--- src/rtl/instr_fetch_unit.sv ---
// -----------------------------------------------------------------------------
// instr_fetch_unit
//
// Instruction fetch stage in front of the core's decode/controller. Owns the
// fetch PC, issues one word request at a time to instruction memory over a
// req/ack handshake, buffers returned words with their PCs in a small prefetch
// FIFO, and hands them to the core over a valid/ready handshake. A redirect
// from the core flushes the FIFO and restarts fetch at the target.
//
// Handshakes:
//   Memory side : mem_req/mem_addr are held stable from the cycle mem_req
//                 rises until the cycle mem_ack=1 (ack may arrive in the first
//                 req cycle). mem_ack while mem_req=0 is ignored.
//   Core side   : the head transfers when instr_valid && instr_ready in the
//                 same cycle; instr_ready with an empty FIFO has no effect.
//
// Ports:
//   clk          system clock, all state on rising edge
//   reset        asynchronous active-low reset
//   mem_req      instruction-memory request
//   mem_addr     word address of the request (bits[1:0]=00)
//   mem_rdata    instruction word, valid with mem_ack
//   mem_ack      memory completes the current request this cycle
//   instr_out    instruction at FIFO head (0 when empty)
//   pc_out       PC of instr_out (0 when empty)
//   pc_plus4     pc_out + 4
//   instr_valid  FIFO head is valid
//   instr_ready  core consumes head this cycle
//   redirect     one-cycle pulse: taken branch/jump
//   redirect_pc  redirect target (bits[1:0] forced to 00)
// -----------------------------------------------------------------------------
module instr_fetch_unit #(
   parameter logic [31:0] RESET_PC  = 32'h0000_0000,
   parameter int unsigned BUF_DEPTH = 2
) (
   input  logic        clk,
   input  logic        reset,
   output logic        mem_req,
   output logic [31:0] mem_addr,
   input  logic [31:0] mem_rdata,
   input  logic        mem_ack,
   output logic [31:0] instr_out,
   output logic [31:0] pc_out,
   output logic [31:0] pc_plus4,
   output logic        instr_valid,
   input  logic        instr_ready,
   input  logic        redirect,
   input  logic [31:0] redirect_pc
);

   localparam int PTR_W = (BUF_DEPTH > 1) ? $clog2(BUF_DEPTH) : 1;
   localparam int CNT_W = PTR_W + 1;
   localparam logic [CNT_W-1:0] DEPTH_C    = CNT_W'(BUF_DEPTH);
   localparam logic [31:0]      RESET_PC_A = {RESET_PC[31:2], 2'b00};

   // IDLE    : no request, waiting for FIFO space
   // BUSY    : request to fetch_pc outstanding
   // DISCARD : request to a pre-redirect address outstanding; its data is dropped
   typedef enum logic [1:0] {
      S_IDLE    = 2'd0,
      S_BUSY    = 2'd1,
      S_DISCARD = 2'd2
   } state_e;

   state_e             state_q,    state_d;
   logic [31:0]        fetch_pc_q, fetch_pc_d;
   logic [31:0]        mem_addr_q, mem_addr_d;
   logic               mem_req_q,  mem_req_d;
   logic [PTR_W-1:0]   rd_ptr_q,   rd_ptr_d;
   logic [PTR_W-1:0]   wr_ptr_q,   wr_ptr_d;
   logic [CNT_W-1:0]   count_q,    count_d;

   logic [31:0]        instr_buf [BUF_DEPTH];
   logic [31:0]        pc_buf    [BUF_DEPTH];

   logic               head_valid;
   logic               pop;
   logic               push;
   logic [CNT_W-1:0]   count_after_pop;
   logic [CNT_W-1:0]   count_after;
   logic [31:0]        target_pc;
   logic               unused_redirect_lsbs;

   assign unused_redirect_lsbs = ^redirect_pc[1:0];
   assign target_pc            = {redirect_pc[31:2], 2'b00};

   assign head_valid      = (count_q != '0);
   // A redirect voids both the pop and the push of its cycle.
   assign pop             = head_valid && instr_ready && !redirect;
   assign push            = (state_q == S_BUSY) && mem_ack && !redirect;
   assign count_after_pop = count_q - CNT_W'(pop);
   assign count_after     = count_after_pop + CNT_W'(push);

   always_comb begin
      state_d    = state_q;
      fetch_pc_d = fetch_pc_q;
      rd_ptr_d   = rd_ptr_q;
      wr_ptr_d   = wr_ptr_q;
      count_d    = count_q;

      if (redirect) begin
         fetch_pc_d = target_pc;
      end else if (push) begin
         fetch_pc_d = fetch_pc_q + 32'd4;
      end

      if (redirect) begin
         rd_ptr_d = '0;
         wr_ptr_d = '0;
         count_d  = '0;
      end else begin
         if (push) wr_ptr_d = wr_ptr_q + PTR_W'(1);
         if (pop)  rd_ptr_d = rd_ptr_q + PTR_W'(1);
         count_d = count_after;
      end

      // A request is only started when a FIFO slot is free for its data,
      // so a push can never overflow.
      case (state_q)
         S_IDLE: begin
            if (redirect || (count_after_pop < DEPTH_C)) state_d = S_BUSY;
         end
         S_BUSY: begin
            if (redirect) begin
               state_d = mem_ack ? S_BUSY : S_DISCARD;
            end else if (mem_ack) begin
               state_d = (count_after < DEPTH_C) ? S_BUSY : S_IDLE;
            end
         end
         S_DISCARD: begin
            if (mem_ack) state_d = S_BUSY;
         end
         default: state_d = S_IDLE;
      endcase

      // In BUSY mem_addr tracks fetch_pc; in DISCARD it keeps the stale
      // address even though fetch_pc has already moved to the target.
      mem_req_d  = (state_d != S_IDLE);
      mem_addr_d = (state_d == S_DISCARD) ? mem_addr_q : fetch_pc_d;
   end

   always_ff @(posedge clk or negedge reset) begin
      if (!reset) begin
         state_q    <= S_IDLE;
         fetch_pc_q <= RESET_PC_A;
         mem_addr_q <= RESET_PC_A;
         mem_req_q  <= 1'b0;
         rd_ptr_q   <= '0;
         wr_ptr_q   <= '0;
         count_q    <= '0;
      end else begin
         state_q    <= state_d;
         fetch_pc_q <= fetch_pc_d;
         mem_addr_q <= mem_addr_d;
         mem_req_q  <= mem_req_d;
         rd_ptr_q   <= rd_ptr_d;
         wr_ptr_q   <= wr_ptr_d;
         count_q    <= count_d;
      end
   end

   // Storage is not reset; the head outputs are masked while empty.
   always_ff @(posedge clk) begin
      if (push) begin
         instr_buf[wr_ptr_q] <= mem_rdata;
         pc_buf[wr_ptr_q]    <= fetch_pc_q;
      end
   end

   assign mem_req     = mem_req_q;
   assign mem_addr    = mem_addr_q;
   assign instr_valid = head_valid;
   assign instr_out   = head_valid ? instr_buf[rd_ptr_q] : 32'd0;
   assign pc_out      = head_valid ? pc_buf[rd_ptr_q]    : 32'd0;
   assign pc_plus4    = pc_out + 32'd4;

endmodule
--- config.mk ---
export PLATFORM = sky130hd
export DESIGN_NAME = instr_fetch_unit
export DESIGN_NICKNAME = d
export VERILOG_FILES = /design/src/rtl/instr_fetch_unit.sv
export SDC_FILE = /design/constraint.sdc
export NUM_CORES = 1
export LEC_CHECK = 0
export BUFFER_PORTS_ARGS = -buffer_cell sky130_fd_sc_hd__clkbuf_2
export CORE_AREA = 5 5 180 113
export DETAILED_ROUTE_END_ITERATION = 8
export DIE_AREA = 0 0 185 118
export PLACE_DENSITY = 0.71
export SYNTH_ARGS = -nofsm -noshare
export SYNTH_HDL_FRONTEND = slang
export SYNTH_SLANG_ARGS = --single-unit
--- constraint.sdc ---
create_clock -name clk -period 4.1 [get_ports clk]
set_input_delay 0.82 -clock clk [delete_from_list [all_inputs] [get_ports clk]]
set_output_delay 0.82 -clock clk [all_outputs]
set_load 0.01 [all_outputs]
==> results of run 1 <==
==> area by class of cell <==
type	instances	area, µm²
inverter	18	67.56
tap	246	307.8
timing repair buffer	212	1129
multi-input combinational	457	3039
clock inverter	15	185.2
fill	1563	7765
sequential	199	5624
clock buffer	17	425.4
==> cell usage after synthesis, types with 3 or more instances <==
master    count  share of area
o31ai_1       8         0.0068
edfxtp_1    128           0.43
o31a_1        3         0.0030
clkbuf_1     22         0.0093
or4_1         5         0.0042
nand3b_1      7         0.0059
buf_2         9         0.0051
nor3_1       18          0.010
o211ai_1      4         0.0034
nand2_1      53          0.022
and3_1        6         0.0042
buf_4         3         0.0025
mux2i_1      68          0.077
a211oi_1      3         0.0025
or3_1         5         0.0035
nor2b_1       5         0.0035
a21oi_1      10         0.0056
buf_1         4         0.0017
a31oi_1       3         0.0021
inv_1        18         0.0076
mux2_2       20          0.025
nand3_1      22          0.012
nand4_1      15          0.011
o21ai_0      20          0.011
dfrtp_1      71           0.20
nor2_1       90          0.038
xnor2_1      19          0.019
xor2_1       27          0.027
ha_1          4         0.0056
nor4_1       16          0.011
==> worst max-delay path, stage by stage (launching register included) <==
cell and delay [ps]:
dfrtp_4 580, buf_4 320, mux2i_1 130, or2_2 300, inv_1 80, ha_1 240, nand4_1 100, buf_4 210
nor4b_1 330, xor2_1 190, clkbuf_2 150
==> layer usage <==
layer | track usage | vias to the layer above
li1 | - | 2990
met1 | 0.3103 | 2998
met2 | 0.2646 | 222
met3 | 0.04941 | 17
met4 | 0.04491 | 0
met5 | 0 | -
==> cells by family (layout without fill, tap and decap cells) <==
| group | count (synthesis) | in the layout | synth area share |
|---|---|---|---|
| adders and majority gates | 4 | 4 | 0.005632 |
| buffers and inverters | 57 | 262 | 0.02745 |
| and+or+nand+nor | 256 | 256 | 0.1399 |
| DFF | 199 | 199 | 0.6324 |
| AOI/OAI and AO/OA | 63 | 63 | 0.04731 |
| xor gates and xnor gates | 46 | 46 | 0.04533 |
| muxes | 88 | 88 | 0.1019 |
==> state kept, by name, indices dropped and copies added (netlist names) <==
signal	flops
pc_buf	64
count_q	2
mem_req	1
rd_ptr_q	1
instr_buf	64
state_q	2
fetch_pc_q	32
mem_addr	32
wr_ptr_q	1
==> worst paths after layout <==
kind / end / depth (start not counted) / from
setup reg to reg: mem_req / 12 / count_q[1]
setup / recovery: pc_plus4[28] / 10 / rd_ptr_q
hold reg to reg: mem_addr[3] / 2 / mem_addr[3]
min in group asynchronous: mem_addr[22] / 1 / reset
max in group asynchronous: rd_ptr_q / 1 / reset
hold / removal: mem_addr[3] / 2 / mem_addr[3]
==> power by group <==
| group | internal [mW] | switching, mW | total [mW] |
|---|---|---|---|
| Sequential | 2.37 | 0.162 | 2.53 |
| Clock | 0.930 | 0.792 | 1.72 |
| Combinational | 0.573 | 0.894 | 1.47 |
==> summary.log, run 1 <==
[clocking] maximum count of clock buffers along a single path 2
[sta] slew at the pin closest to its max-slew limit 999.7 ps
[finish] Non-Filler Instances 1164
[yosys] number of instances in the synthesized netlist 713
[worst_setup_path] Worst R2R Setup Slack 1080 ps
[finish] Synth-to-Final Area Change 21.27%
[finish] Final nets 978
[power] peak ir drop on the vdd network 0.3487 mV
[drt] total vias in the final route 6227
[sta] final-report max-slew violation count 0
[clocking] Skew-Pair Late Insertion Delay 430 ps
[yosys] synthesized area per cell 12.46 µm²
[yosys] dominant register cell in the synthesized netlist edfxtp_1
[sta] final worst clock skew 10.99 ps
[grt] pin count of the biggest net entering global routing 72
[floorplanning] Die Width 185 µm
[yosys] library cells used by synthesis 49
[worst_setup_path] Worst EP arrival 3070 ps
[worst_setup_path] top fanout value on the critical path 16
[clocking] CTS tree yes
[drt] drt first-iter violations 429
[clocking] total clock buffers created by CTS 17
[clocking] hold bufs inserted after CTS 0
[yosys] number of synthesized flops with an enable pin 128
[drt] routed length on met1 10510 µm
[drt] drt via density 5.350
[grt] antenna violations before repair 0
[finish] final core area utilization 0.5812
[placed_design] placer's final routability congestion estimate 0.8601
[floorplanning] die boundary height 118 µm
[drt] amount of wire on met2 after detailed routing 8879 µm
[sta] setup TNS 0 ps
[yosys] number of synthesized register bits 199
[finish] summed area of non-filler cells in the final layout 0.01078 mm²
[drt] Detail Route met3 WL 1748 µm
[outcome] result of the run completed
[yosys] Post-Syn Nets 786
[floorplanning] std cell rows 39
[clocking] Clock Sinks 199
[sta] Period Utilization, post-route 0.9492
[sta] Max-Slew Margin vs Limit 0.3274
[yosys] Post-synth ARST share 0.3568
[sta] endpoints failing setup 0
[finish] most frequent cells in the layout clkbuf_2 (195), edfxtp_1 (128), nor2_1 (88)
[placed_design] Cell Count Post-Placement 1130
[sta] post-route worst hold slack 482.8 ps
[clocking] clock slew at reported path FFs 70 ps
[power] total power divided by cell area 531.0 mW/mm²
[floorplanning] effective utilization at floorplan 0.4793
[power] overall power 5.723 mW
[drt] DR DRC count 0
[placed_design] DP HPWL 15260 µm
[finish] leading cell type in the layout, fill and taps excluded clkbuf_2
[clocking] number of gates resized after cts 0
[grt] via count of the first global-routing pass 5859
[clocking] CTS H-tree lvls 4
[worst_setup_path] launching element type of the critical path register
[floorplanning] Die Footprint 0.02183 mm²
[power] Leak Pwr 4.328 nW
[sta] setup slack of the critical path after layout 208.2 ps
[grt] total track usage 0.1946
[grt] first-pass GRT wire length 33300 µm
[sta] minimum period implied by the final worst setup slack 3892 ps
[finish] Diodes inserted 0
[clocking] post-CTS setup buffer count 0
[placed_design] worst setup slack before clock tree synthesis 639.6 ps
[finish] share of layout cells above drive strength 1 0.2996
[placed_design] PortBufs 196
[drt] count of TritonRoute iterations in the first routing pass 5
[clocking] clk root buf clkbuf_16
[drt] highest metal used met4
[placed_design] post-placement cell area 0.01015 mm²
[sta] unrepaired setup endpoints after global routing no
[sta] final hold violation count 0
[yosys] sequential-to-total area share from yosys stat 0.6324
[worst_setup_path] Setup crit end kind output port
[worst_setup_path] required time at the worst-slack endpoint 3280 ps
[sta] FMAX 0.2569 GHz
[drt] Final ANT Viol Nets 0
[drt] Total Routed Length 21340 µm
[drt] final routed wire length divided by cell count 18.33 µm
[grt] global route total overflow 0
[floorplanning] Core Footprint 0.01854 mm²
[job] reported max-cap violation count 0
[yosys] count of yosys warnings during synthesis 0
[worst_setup_path] Setup CP Type reg2out
[worst_hold_path] path type of the worst min-delay path reg2reg
[yosys] netlist area before placement 0.008887 mm²
[floorplanning] number of top-level design ports 199
Note: power is estimated with default switching activity, not from simulation.
==> inputs of run 2 (changes only) <==
CORE_AREA = 5 5 165 104   (was 5 5 180 113)
DIE_AREA = 0 0 170 109   (was 0 0 185 118)
PLACE_DENSITY = 0.81   (was 0.71)
clock period = 4.9 ns   (was 4.1 ns; I/O delays follow)
==> summary.log, run 2 (same netlist as run 1, synthesis figures left out) <==
[outcome] result of the run completed
[drt] count of TritonRoute iterations in the first routing pass 7 [+2]
[clocking] maximum count of clock buffers along a single path 2 [unchanged]
[sta] Period Utilization, post-route 0.9443
[power] Leak Pwr 4.270 nW [-1.3%]
[worst_setup_path] Worst R2R Setup Slack 1470 ps [+390 ps]
[floorplanning] Die Footprint 0.01853 mm² [-15%]
[sta] final-report max-slew violation count 0 [unchanged]
[sta] slew at the pin closest to its max-slew limit 953.6 ps [-46.04 ps]
[floorplanning] die boundary height 109 µm [-7.6%]
[clocking] number of gates resized after cts 0 [unchanged]
[sta] final worst clock skew 14.04 ps [+3.048 ps]
[worst_setup_path] Setup crit end kind output port
[placed_design] PortBufs 196 [unchanged]
[clocking] hold bufs inserted after CTS 0 [unchanged]
[sta] setup slack of the critical path after layout 273.1 ps [+64.97 ps]
[clocking] total clock buffers created by CTS 17 [unchanged]
[finish] Synth-to-Final Area Change 19.33%
[clocking] clk root buf clkbuf_16
[clocking] post-CTS setup buffer count 0 [unchanged]
[sta] Max-Slew Margin vs Limit 0.3627 [+0.03533]
[clocking] CTS tree yes
[finish] largest registers instr_buf (64), pc_buf (64)
[drt] Final ANT Viol Nets 0 [unchanged]
[sta] final hold violation count 0 [unchanged]
[placed_design] worst setup slack before clock tree synthesis 829.1 ps [+189.5 ps]
[grt] global route total overflow 0 [unchanged]
[finish] leading cell type in the layout, fill and taps excluded clkbuf_2
[finish] Diodes inserted 0 [unchanged]
[floorplanning] effective utilization at floorplan 0.5686 [+0.08932]
[power] total power divided by cell area 438.8 mW/mm² [-17%]
[grt] pin count of the biggest net entering global routing 65 [-9.7%]
[sta] endpoints failing setup 0 [unchanged]
[sta] minimum period implied by the final worst setup slack 4627 ps
[grt] total track usage 0.2254 [+0.03082]
[clocking] clock slew at reported path FFs 70 ps [about the same]
[drt] DR DRC count 0 [unchanged]
[clocking] CTS H-tree lvls 4 [unchanged]
[grt] antenna violations before repair 0 [unchanged]
[worst_setup_path] launching element type of the critical path register
[sta] unrepaired setup endpoints after global routing no
[worst_setup_path] top fanout value on the critical path 37 [+21]
[placed_design] DP HPWL 14730 µm [-3.5%]
[floorplanning] Core Footprint 0.01563 mm² [-16%]
[drt] total vias in the final route 6270 [+0.69%]
[sta] FMAX 0.2161 GHz
[worst_setup_path] required time at the worst-slack endpoint 3920 ps [+640 ps]
[drt] Total Routed Length 20560 µm [-3.7%]
[clocking] Skew-Pair Late Insertion Delay 430 ps [about the same]
[floorplanning] number of top-level design ports 199 [unchanged]
[finish] count of filler cells inserted in the layout 1137 [-27%]
[worst_hold_path] path type of the worst min-delay path reg2reg
[floorplanning] std cell rows 36 [-7.7%]
[clocking] Clock Sinks 199 [unchanged]
[drt] drt via density 5.608 [+4.8%]
[drt] drt first-iter violations 498 [+16%]
[floorplanning] Die Width 170 µm [-8.1%]
[grt] via count of the first global-routing pass 5894 [+0.60%]
[drt] final routed wire length divided by cell count 18.39 µm [+0.30%]
[job] reported max-cap violation count 0 [unchanged]
[worst_setup_path] Setup CP Type reg2out
[placed_design] placer's final routability congestion estimate 0.8407 [-2.3%]
[finish] most frequent cells in the layout clkbuf_2 (195), edfxtp_1 (128), nor2_1 (88)
[grt] first-pass GRT wire length 31890 µm [-4.2%]
[sta] setup TNS 0 ps [unchanged]
[worst_setup_path] Worst EP arrival 3650 ps [+580 ps]
[finish] Final nets 970 [-0.82%]
[power] peak ir drop on the vdd network 0.2941 mV [-16%]
[finish] share of layout cells above drive strength 1 0.2926 [-0.006935]
[run 2: path summary, 6_finish.rpt]
path	from	to	cells past startpoint
min	fetch_pc_q[1]	pc_buf[1][1]	0
max in group asynchronous	reset	mem_addr[4]	2
min reg2reg	fetch_pc_q[1]	pc_buf[1][1]	0
max reg2reg	count_q[1]	mem_req	12
max	rd_ptr_q	pc_plus4[29]	6
min in group asynchronous	reset	mem_addr[30]	1
[run 2: power by group]
group	total, mW	switching, mW	leakage [nW]	internal [mW]
logic	1.20	0.729	1.97	0.468
clock network	1.31	0.641	0.273	0.673
registers	2.14	0.157	2.03	1.99
total	4.65	1.53	4.27	3.13
[run 2: final cells by class]
cell class                 instances  area [µm²]  area share
clock buffer                      17       425.4     0.04011
timing repair buffer             204        1054     0.09934
multi-input combinational        457        3039      0.2866
inverter                          18       67.56    0.006371
clock inverter                    14       133.9     0.01262
sequential                       199        5624      0.5303
tap                              209       261.5     0.02466
[run 2: worst max-delay path, cell delays in order (launching register included)]
cell	delay (ps)
dfrtp_4	820
mux2i_1	190
nor3_1	500
nand4_1	740
nor4_1	600
xor2_1	200
clkbuf_2	160
[run 2: per-layer routing]
metal,vias up,share of wire,GRT usage
met5,-,0,0
met4,0,0.0097,0.04387
met3,18,0.094,0.06775
met2,263,0.43,0.3291
met1,3020,0.46,0.3398
li1,2969,-,-
[run 2: metrics by stage]
stage / power [mW] / utilization / cell area (µm²) / instances / hold slack [ps]
floorplan: 2.883 / - / 8887 / 713 / 434.4
global placement: 3.348 / 0.6427 / 10050 / 1087 / 447.5
detailed placement: 3.374 / 0.6427 / 10050 / 1087 / 454.6
CTS: 4.685 / 0.6785 / 10610 / 1118 / 475.9
global route: 4.887 / 0.6785 / 10610 / 1118 / 493.8
finish: 4.654 / 0.6785 / 10610 / 1118 / 476.2
